<file path="src/rtl/bnn_param_loader.sv">
// bnn_param_loader: streams host bytes MSB-first into a serial BNN neuron parameter chain.
// Define PARAM_CHECKSUM_EN to require a trailing XOR checksum byte after each load.
module bnn_param_loader #(
  parameter int CHAIN_BITS = 88
) (
  input  logic       clk,
  input  logic       reset,
  input  logic       start,
  input  logic       abort,
  input  logic [7:0] in_data,
  input  logic       in_valid,
  output logic       in_ready,
  output logic       setup,
  output logic       param_out,
  output logic       busy,
  output logic       done,
  output logic       err
);

  typedef enum logic [2:0] {
    IDLE,
    LOAD,
    SHIFT,
`ifdef PARAM_CHECKSUM_EN
    CHECK,
`endif
    DONE
  } state_t;

  state_t     state;
  logic [7:0] shift_reg;
  logic [9:0] remaining;
  logic [3:0] bit_cnt;
  logic [3:0] first_cnt;

`ifdef PARAM_CHECKSUM_EN
  logic       err_q;
  logic [7:0] checksum;
  assign err = err_q;
`else
  assign err = 1'b0;
`endif

  // A final partial byte only contributes its upper bits to the chain.
  assign first_cnt = (remaining >= 10'd8) ? 4'd8 : remaining[3:0];
  assign param_out = setup & shift_reg[7];

  always_ff @(posedge clk or posedge reset) begin
    if (reset) begin
      state     <= IDLE;
      in_ready  <= 1'b0;
      setup     <= 1'b0;
      busy      <= 1'b0;
      done      <= 1'b0;
      shift_reg <= '0;
      remaining <= '0;
      bit_cnt   <= '0;
`ifdef PARAM_CHECKSUM_EN
      err_q     <= 1'b0;
      checksum  <= '0;
`endif
    end else begin
      done <= 1'b0;
      if (abort && (state != IDLE)) begin
        state    <= IDLE;
        in_ready <= 1'b0;
        setup    <= 1'b0;
        busy     <= 1'b0;
      end else begin
        case (state)
          IDLE: begin
            if (start && !abort) begin
              state     <= LOAD;
              remaining <= 10'(CHAIN_BITS);
              in_ready  <= 1'b1;
              busy      <= 1'b1;
`ifdef PARAM_CHECKSUM_EN
              err_q     <= 1'b0;
              checksum  <= '0;
`endif
            end
          end
          LOAD: begin
            if (in_valid) begin
              shift_reg <= in_data;
              bit_cnt   <= first_cnt;
              in_ready  <= 1'b0;
              setup     <= 1'b1;
              state     <= SHIFT;
`ifdef PARAM_CHECKSUM_EN
              checksum  <= checksum ^ in_data;
`endif
            end
          end
          SHIFT: begin
            shift_reg <= {shift_reg[6:0], 1'b0};
            bit_cnt   <= bit_cnt - 1'b1;
            remaining <= remaining - 1'b1;
            if (bit_cnt == 4'd1) begin
              setup <= 1'b0;
              if (remaining != 10'd1) begin
                state    <= LOAD;
                in_ready <= 1'b1;
              end else begin
`ifdef PARAM_CHECKSUM_EN
                state    <= CHECK;
                in_ready <= 1'b1;
`else
                state    <= DONE;
                done     <= 1'b1;
`endif
              end
            end
          end
`ifdef PARAM_CHECKSUM_EN
          CHECK: begin
            if (in_valid) begin
              if (in_data != checksum) err_q <= 1'b1;
              in_ready <= 1'b0;
              done     <= 1'b1;
              state    <= DONE;
            end
          end
`endif
          DONE: begin
            state <= IDLE;
            busy  <= 1'b0;
          end
          default: state <= IDLE;
        endcase
      end
    end
  end

endmodule
</file>
<file path="config.mk">
export PLATFORM = sky130hd
export DESIGN_NAME = bnn_param_loader
export DESIGN_NICKNAME = d
export VERILOG_FILES = /design/src/rtl/bnn_param_loader.sv
export SDC_FILE = /design/constraint.sdc
export NUM_CORES = 1
export LEC_CHECK = 0
export ABC_AREA = 1
export CORE_MARGIN = 1.5
export CORE_UTILIZATION = 53
export DETAILED_ROUTE_END_ITERATION = 7
export GPL_ROUTABILITY_DRIVEN = 0
export MAX_ROUTING_LAYER = met4
export PLACE_DENSITY = 0.73
export SYNTH_ARGS = -nofsm -noshare
export SYNTH_HDL_FRONTEND = slang
export SYNTH_SLANG_ARGS = --single-unit
</file>
<file path="constraint.sdc">
create_clock -name clk -period 3.29 [get_ports clk]
set_input_delay 0.658 -clock clk [delete_from_list [all_inputs] [get_ports clk]]
set_output_delay 0.658 -clock clk [all_outputs]
set_load 0.02 [all_outputs]
</file>
==> results of run 1 <==
[through the flow]
| step | total power, mW | setup WS, ns |
|---|---|---|
| floorplan | 1.339 | 1.735 |
| global placement | 1.521 | 1.180 |
| detailed placement | 1.533 | 1.155 |
| CTS | 1.678 | 1.214 |
| global route | 1.837 | 1.051 |
| finish | 1.657 | 1.234 |
[power by group through the flow]
| stage | Sequential [mW] | Clock, mW | Combinational [mW] |
|---|---|---|---|
| global route | 0.609 | 0.160 | 1.07 |
| finish | 0.589 | 0.138 | 0.930 |
| CTS | 0.591 | 0.147 | 0.941 |
| floorplan | 0.597 | 0 | 0.743 |
| detailed placement | 0.599 | 0 | 0.935 |
| global placement | 0.594 | 0 | 0.927 |
[how the worst max path moves through the flow]
stage,start,to,slack [ns],cells after the start
4_1_cts,setup$_DFFE_PP0P_,param_out,1.21,3
6_report,setup$_DFFE_PP0P_,param_out,1.23,3
3_3_place_gp,abort,bit_cnt[2]$_DFFE_PP0P_,1.18,5
5_1_grt,state[0]$_DFFE_PP0P_,remaining[2]$_DFFE_PP0P_,1.05,9
2_1_floorplan,state[0]$_DFFE_PP0P_,in_ready$_DFFE_PP0P_,1.74,10
3_5_place_dp,abort,bit_cnt[0]$_DFFE_PP0P_,1.16,5
[cells in the final DEF (no fill, tap or decap), types with 2 or more instances in the layout]
master | synthesis | layout
sky130_fd_sc_hd__nand3_1 | 19 | 19
sky130_fd_sc_hd__o22ai_1 | 2 | 2
sky130_fd_sc_hd__o31ai_1 | 9 | 9
sky130_fd_sc_hd__buf_4 | 3 | 2
sky130_fd_sc_hd__clkdlybuf4s50_1 | 0 | 17
sky130_fd_sc_hd__dfrtp_1 | 28 | 28
sky130_fd_sc_hd__inv_1 | 23 | 23
sky130_fd_sc_hd__nor2_1 | 39 | 39
sky130_fd_sc_hd__o21ai_1 | 4 | 4
sky130_fd_sc_hd__clkbuf_4 | 0 | 3
sky130_fd_sc_hd__ha_1 | 8 | 8
sky130_fd_sc_hd__nand2_1 | 53 | 53
sky130_fd_sc_hd__nand2_2 | 5 | 5
sky130_fd_sc_hd__a21oi_1 | 4 | 4
sky130_fd_sc_hd__o21ai_0 | 6 | 6
sky130_fd_sc_hd__inv_2 | 2 | 2
sky130_fd_sc_hd__a21boi_1 | 2 | 2
sky130_fd_sc_hd__nand4_1 | 5 | 5
[routing by layer]
metal / track usage [%] / part of all wire, % / vias up
met2: 33.75 / 46 / 13
met1: 27.49 / 51 / 640
met5: - / 0 / -
met4: 6.818 / 0.76 / 0
met3: 1.965 / 2.1 / 4
li1: - / - / 762
[layout make-up]
| cell class | count | area [um^2] | share of cell area (%) |
|---|---|---|---|
| multi-input combinational | 165 | 837.1 | 44.04 |
| timing repair buffer | 19 | 185.2 | 9.743 |
| sequential | 28 | 700.7 | 36.87 |
| inverter | 26 | 100.1 | 5.267 |
| clock buffer | 3 | 22.52 | 1.185 |
| tap | 44 | 55.05 | 2.897 |
[worst register-to-register path, delay by kind of cell, from the launching register on]
family / cells / cell delay (ns)
flops: 1 / 0.47
buf+inv: 2 / 0.32
compound gates: 1 / 0.19
fa+ha+maj: 1 / 0.38
simple gates: 5 / 0.55
[logic make-up after synthesis]
family          share of synthesized area, %
fa+ha+maj                              5.939
other cells                           0.2225
buf+inv                                8.760
flops                                  41.57
simple gates                           31.77
compound gates                         11.73
==> results.md, run 1 <==
GRT:
- The first global-routing pass estimated approximately 5400 um of wire.
- The number of antenna violations at the first check in global routing is 0.
- Entering global routing, the biggest net connects 29 pins.
- The number of global-route vias before repair is roughly 1,300.
- The total overflow left after global routing is 0.
- The combined global-route utilization of all metal layers is a little over a fifth.

Detailed routing:
- The post-detailed-route DRC marker count is 0.
- The routed wire length per instance is 11.11 um.
- Before antenna repair, the detailed router went through 4 iterations.
- The final route contains ~1,400 vias.
- The ratio of routed vias to standard cells is between 4 and 5.
- The routed wire length is between 3000 and 4000 um.
- For this block, the initial DRC count from the detailed router was 46.
- The remaining antenna violation count is 0.

Pwr:
- The leakage power of the design is 0.9300 nW.
- The share of power burned in combinational logic is a little under three fifths.
- The worst-case IR drop observed on VDD is 476.1 uV.
- In this run, the clock network consumes just over 8% of the power.
- The total internal power is between 0.8 and 0.9 mW.
- For this design the total switching power over the nets is a little under 0.8 mW.
- The cell area power density is 871.8 mW/mm^2.
- Net switching is 47.31% of the power.
- Sequential cells account for between 30% and 40% of the total power.

Floorplanning:
- In this run the core area contains 20 standard-cell rows.
- The floorplan core area is 0.003028 mm^2.
- The initial utilization of the core area, before any placement, comes to between 50 and 60%.
- From left edge to right edge, the die measures about 60 um.
- Measured along the y axis, the die boundary spans roughly 59 um.
- The die area is 0.003527 mm^2.
- The number of primary I/O pins is 19.

Critical path:
- The slowest stage of the critical path is the sky130_fd_sc_hd__clkdlybuf4s50_1 cell.
- In this run the register-to-register setup slack is 1.29 ns.
- The worst reg2reg path startpoint is state[0]$_DFFE_PP0P_.
- The kind of start point of the critical path is a flip-flop.
- STA puts the critical path data required time at 2.63 ns.
- The element type at the critical path end is an output port.
- In this design, the stage delay of the slowest critical-path cell is just under 0.6 ns.
- Together, buffers and inverters on the worst path number 2.
- In this run the critical register-to-register path is captured at remaining[9]$_DFFE_PP0P_.
- The cell family contributing the most delay on the critical path is buffers and inverters.
- The number of cell instances on the worst register-to-register path is 9.
- STA puts the critical path data arrival time at approximately 1.4 ns.
- In this run the worst path has a maximum fanout of 3.
- The signal on the critical path passes through nand2_1, inv_1, clkdlybuf4s50_1.
- The setup path with the least slack is of type flip-flop to output port.

Timing:
- The achievable frequency is 486.3 MHz.
- The summed negative setup slack over all endpoints is 0 ns.
- The clock skew is approximately 0.0028 ns.
- The number of hold violations in the final report is 0.
- Final hold analysis gives a worst-case slack of a little under 0.5 ns.
- The count of final max-slew check failures is 0.
- Setup violations remaining at the end of the flow were counted as 0.
- The minimum period implied by the final worst setup slack is 2.056 ns.
- Setup repair after global routing left no endpoint under its margin.
- The final period utilization is between 60% and 70%.

Hold path:
- The path type of the worst min-delay path is flip-flop to flip-flop.
- The endpoint of the worst hold path is in_ready$_DFFE_PP0P_.
- Along the worst hold path, the cell count comes to 2.
- In this run the most critical hold path is launched from in_ready$_DFFE_PP0P_.

Synthesis:
- The register area share after synthesis is approximately 42%.
- Counting flops and latches in the post-synthesis netlist gives 28.
- The net count of the mapped netlist is roughly 250.
- The number of distinct library cell variants in the gate-level netlist after synthesis is 29.
- The area of the mapped netlist is 0.001685 mm^2.
- The share of flip-flops with an asynchronous set or reset is 100.0%.
- Sorting the synthesized cells by area gives the leading types as sky130_fd_sc_hd__dfrtp_1 42%, sky130_fd_sc_hd__nand2_1 12%, sky130_fd_sc_hd__nor2_1 8.7%, sky130_fd_sc_hd__ha_1 5.9%, sky130_fd_sc_hd__nand3_1 5.6%.
- The Yosys step of the flow raised 0 warnings.
- Synthesis handed over a netlist of roughly 230 instances.
- The share of synthesized area in the top cell type comes to between 40 and 50%.
- Sorting the synthesized cells by how often they occur yields 53 x sky130_fd_sc_hd__nand2_1, 39 x sky130_fd_sc_hd__nor2_1, 28 x sky130_fd_sc_hd__dfrtp_1.
- Each instance of the synthesized netlist takes up on average around 7.5 um^2.
- Yosys mapped a number of flops with a built-in enable equal to 0.
- The most used standard cell by instance count after synthesis is sky130_fd_sc_hd__nand2_1.
- sky130_fd_sc_hd__dfrtp_1 takes more of the synthesized area than any other cell.
- The flip-flop cell with the highest count after synthesis is sky130_fd_sc_hd__dfrtp_1.

Clocking:
- Buffers added to address setup during post-CTS repair amount to 0.
- After clock tree synthesis, the flow added hold-fix buffers numbering 0.
- The total clock sinks is 28.
- In this run the number of H-tree levels came out at 1.
- The number of buffers created by CTS is 3.
- The clock transition at the registers of the reported paths is ~0.14 ns.
- TritonCTS built the clock tree.
- In this run the clock root is driven by a sky130_fd_sc_hd__clkbuf_4.
- The later-pin clock latency in the skew report is approximately 0.32 ns.
- The maximum number of buffers from clock root to sink is 2.
- Gates resized during post-CTS repair numbered 0.

Layout:
- The net total in the final layout is approximately 260.
- Compared with the post-synthesis result, the final layout area differs by 12.77%.
- The register with the most flip-flops in the layout has 10 of them.
- After filler insertion, the fill cell instance count of the layout stands at between 200 and 300.
- The final standard cell utilization of the core is between 60% and 70%.
- The number of diodes is 0.
- The fraction of layout instances using a drive strength above 1 is 7.469%.
- The finished layout cell area is approximately 0.0019 mm^2.
- Excluding fillers, the count of instances in the completed layout stands at ~290.

Run:
- The number of max-cap violations is 0.

Placed design:
- Input and output buffers added on the ports amount to 17.
- Summed over all nets, the half-perimeter wirelength after detailed placement is 2339 um.
- The cell area after placement is 0.001878 mm^2.
- The cell total after placement is about 280.

Run status:
- The run finished with clean final reports.
Note: power is estimated with default switching activity, not from simulation.
==> run 2, diff against run 1 <==
--- a/config.mk
+++ b/config.mk
@@ -7,11 +7,11 @@
 export LEC_CHECK = 0
 export ABC_AREA = 1
 export CORE_MARGIN = 1.5
-export CORE_UTILIZATION = 53
+export CORE_UTILIZATION = 50
 export DETAILED_ROUTE_END_ITERATION = 7
 export GPL_ROUTABILITY_DRIVEN = 0
 export MAX_ROUTING_LAYER = met4
-export PLACE_DENSITY = 0.73
+export PLACE_DENSITY = 0.72
 export SYNTH_ARGS = -nofsm -noshare
 export SYNTH_HDL_FRONTEND = slang
 export SYNTH_SLANG_ARGS = --single-unit
==> constraint.sdc (replaced) <==
create_clock -name clk -period 1.8 [get_ports clk]
set_input_delay 0.36 -clock clk [delete_from_list [all_inputs] [get_ports clk]]
set_output_delay 0.36 -clock clk [all_outputs]
set_load 0.02 [all_outputs]
==> results.md, run 2 (synthesis results as in run 1) <==
Run status:
- The run finished with clean final reports.

Layout:
- The final standard cell utilization of the core is between 60% and 70%.
- After the last flow step, the layout net total stands at 272.
- The number of diodes is 0.
- In the layout the commonest cells are 53 x sky130_fd_sc_hd__nand2_1, 38 x sky130_fd_sc_hd__nor2_1, 28 x sky130_fd_sc_hd__dfrtp_1.
- The library cell used most frequently in the layout, excluding fill and tap cells, is sky130_fd_sc_hd__nand2_1.
- The flip-flop count of the largest register after layout is 10.
- The number of standard cells in the layout, taps in and fillers out is 294.
- The fraction of layout instances using a drive strength above 1 is between 10% and 20%.
- From synthesis to final layout, the design area changed by 18.93%.

Placed design:
- The half-perimeter wire length after detailed placement is around 2400 um.
- The quantity of I/O buffers inserted on ports is 17.
- Counting tap cells, the placed design contains a total of around 290 instances.

Timing:
- Between clock sinks in the finished design, the worst skew comes to around 0.010 ns.
- The final period utilization is 93.97%.
- Setup repair after global routing left no endpoint under its margin.
- The number of hold violations in the final report is 0.
- Setup violations remaining at the end of the flow were counted as 0.
- The minimum period implied by the final worst setup slack is between 1.5 and 2 ns.
- The achievable frequency is 591.2 MHz.
- The count of final max-slew check failures is 0.

Critical path:
- The largest individual stage delay along the critical path comes from the cell sky130_fd_sc_hd__clkdlybuf4s50_1.
- The number of cell instances on the worst register-to-register path is 7.
- Walking the worst path, the cells encountered are clkdlybuf4s50_1.
- The delay of the slowest cell on the worst path is 0.61 ns.
- The minimum setup slack among reg-to-reg paths is 0.18 ns.
- The cell class contributing the biggest share of worst-path delay is buffers and inverters.
- The maximum fanout encountered on the critical timing path is 3.
- The critical path is of the flip-flop to output port type.
- The worst setup path is launched from a flip-flop.
- In this run the number of cells on the critical path is 1.
- The endpoint of the most critical register-to-register path is shift_reg[7]$_DFFE_PP0P_.
- Together, buffers and inverters on the worst path number 1.
- The signal arrival time at the worst endpoint is 1.33 ns.
- In this run the worst setup path terminates at setup.
- The worst register-to-register path begins at state[1]$_DFFE_PP0P_.
- STA puts the critical path data required time at approximately 1.4 ns.
- The most critical setup path has its startpoint at setup$_DFFE_PP0P_.
- STA classifies the critical path endpoint as an output port.

Detailed routing:
- In the final routed layout, each cell accounts on average for approximately 11 um.
- The routed layout has between 1,000 and 1,500 vias.
- For this run, design rule violations remaining after detail routing come to 0.
- In this run, the number of DRC markers left after iteration 0 of detailed routing was 58.
- The number of iterations in the first detailed-routing pass is 5.
- Using the TritonRoute via totals, the vias-per-cell ratio works out to 5.051.
- The remaining antenna violation count is 0.
- For this block, the routed nets add up to 3296 um of wire.

Floorplanning:
- The initialized floorplan defines 20 standard-cell rows.
- The die is 61.06 um wide.
- In this run the vertical extent of the chip is approximately 61 um.
- The number of primary I/O pins is 19.
- The region available for standard cell placement spans roughly 0.0031 mm^2.
- The die area is between 0.003 and 0.004 mm^2.
- For this configuration, the core starts out at a cell density of a little over half.

Pwr:
- The cell area power density is 1669 mW/mm^2.
- The share of power burned in combinational logic is between 50% and 60%.
- The part of the power in registers is 31.9%.
- The net switching share of the total power is between 40% and 50%.
- The maximum vdd drop is roughly 850 uV.
- The clock network accounts for 12.5% of the total power.
- The power spent charging and discharging nets is 1.491 mW.
- The design draws between 3 and 4 mW.
- The leakage power of the design is between 0.9 and 1 nW.
- Internal power comes to 1.855 mW.

Clocking:
- The count of hold-fix buffers inserted at cts is 0.
- The total clock sinks is 28.
- Counting along the longest clock path gives a buffer depth of 2.
- The TritonCTS clock tree is done.
- The tree is rooted in a sky130_fd_sc_hd__clkbuf_4.
- The later-pin clock latency in the skew report is between 0.3 and 0.4 ns.
- Clock-pin slew was measured on the worst setup and hold paths at approximately 0.16 ns.
- The depth of the CTS H-tree is 1.
- In this run, CTS created clock tree buffers numbering 3.

GRT:
- The combined global-route utilization of all metal layers is around a fifth.
- The number of global-route vias before repair was between 1,000 and 1,500.
- After global routing the overflow that remains totals 0.
- The first-pass GRT wire length is around 5700 um.
- The number of antenna violations at the first check in global routing is 0.
- Entering global routing, the biggest net connects 29 pins.

Run:
- The tool flagged a number of max-cap violations equal to 0.

Hold path:
- The tightest min-delay check is of the input port to asynchronous set/reset pin type.
run 2: changes by cell type in the layout (fill, tap and decap cells not counted), sizes merged:
| cell | change |
|---|---|
| bufinv | +1 |
| dlymetal6s2s | +1 |
| clkdlybuf4s50 | -1 |
| buf | +8 |
run 2: final cells by class:
type / instances / area [um^2]
clock inverters: 1 / 30.03
fillers: 284 / 1124
clock buffers: 3 / 22.52
well taps: 44 / 55.05
inverters: 26 / 100.1
flip-flops and latches: 28 / 700.7
multi-input cells: 165 / 848.3
repair buffers: 27 / 247.7
run 2: routing by layer:
layer | GRT usage [%] | vias to the layer above | routed length [um]
li1 | - | 779 | -
met1 | 27.86 | 679 | 1640
met2 | 33.43 | 25 | 1541
met3 | 2.521 | 2 | 98
met4 | 6.522 | 0 | 15
met5 | - | - | 0
run 2: stage by stage:
stage	hold WS, ns	area, um^2	setup WS [ns]	TNS [ns]
floorplan	0.4254	1685	0.2452	0
global placement	0.4678	1931	0.03993	0
detailed placement	0.4690	1931	-0.004358	-0.006453
CTS	0.3683	1983	0.01541	0
global route	0.3883	2004	0.01019	0
finish	0.3702	2004	0.1086	0
run 2: what timing repair did:
item / 4_1_cts / 5_1_grt
setup buffers: 0 / 1
resized for setup: 0 / 4
endpoints found under the setup margin: 0 / 8
run 2: power by group through the flow:
stage	registers [mW]	clock network, mW	logic (mW)
floorplan	1.09	0	1.36
global placement	1.07	0	1.82
detailed placement	1.08	0	1.84
CTS	1.07	0.433	1.85
global route	1.09	0.452	2.13
finish	1.07	0.417	1.86
run 2: how the worst min path moves through the flow:
stage	start	to	slack (ns)
6_report	reset	remaining[9]$_DFFE_PP0P_	0.37
5_1_grt	reset	shift_reg[0]$_DFFE_PP0P_	0.39
4_1_cts	reset	shift_reg[2]$_DFFE_PP0P_	0.37
3_5_place_dp	in_ready$_DFFE_PP0P_	in_ready$_DFFE_PP0P_	0.47
3_3_place_gp	in_ready$_DFFE_PP0P_	in_ready$_DFFE_PP0P_	0.47
2_1_floorplan	reset	bit_cnt[0]$_DFFE_PP0P_	0.43
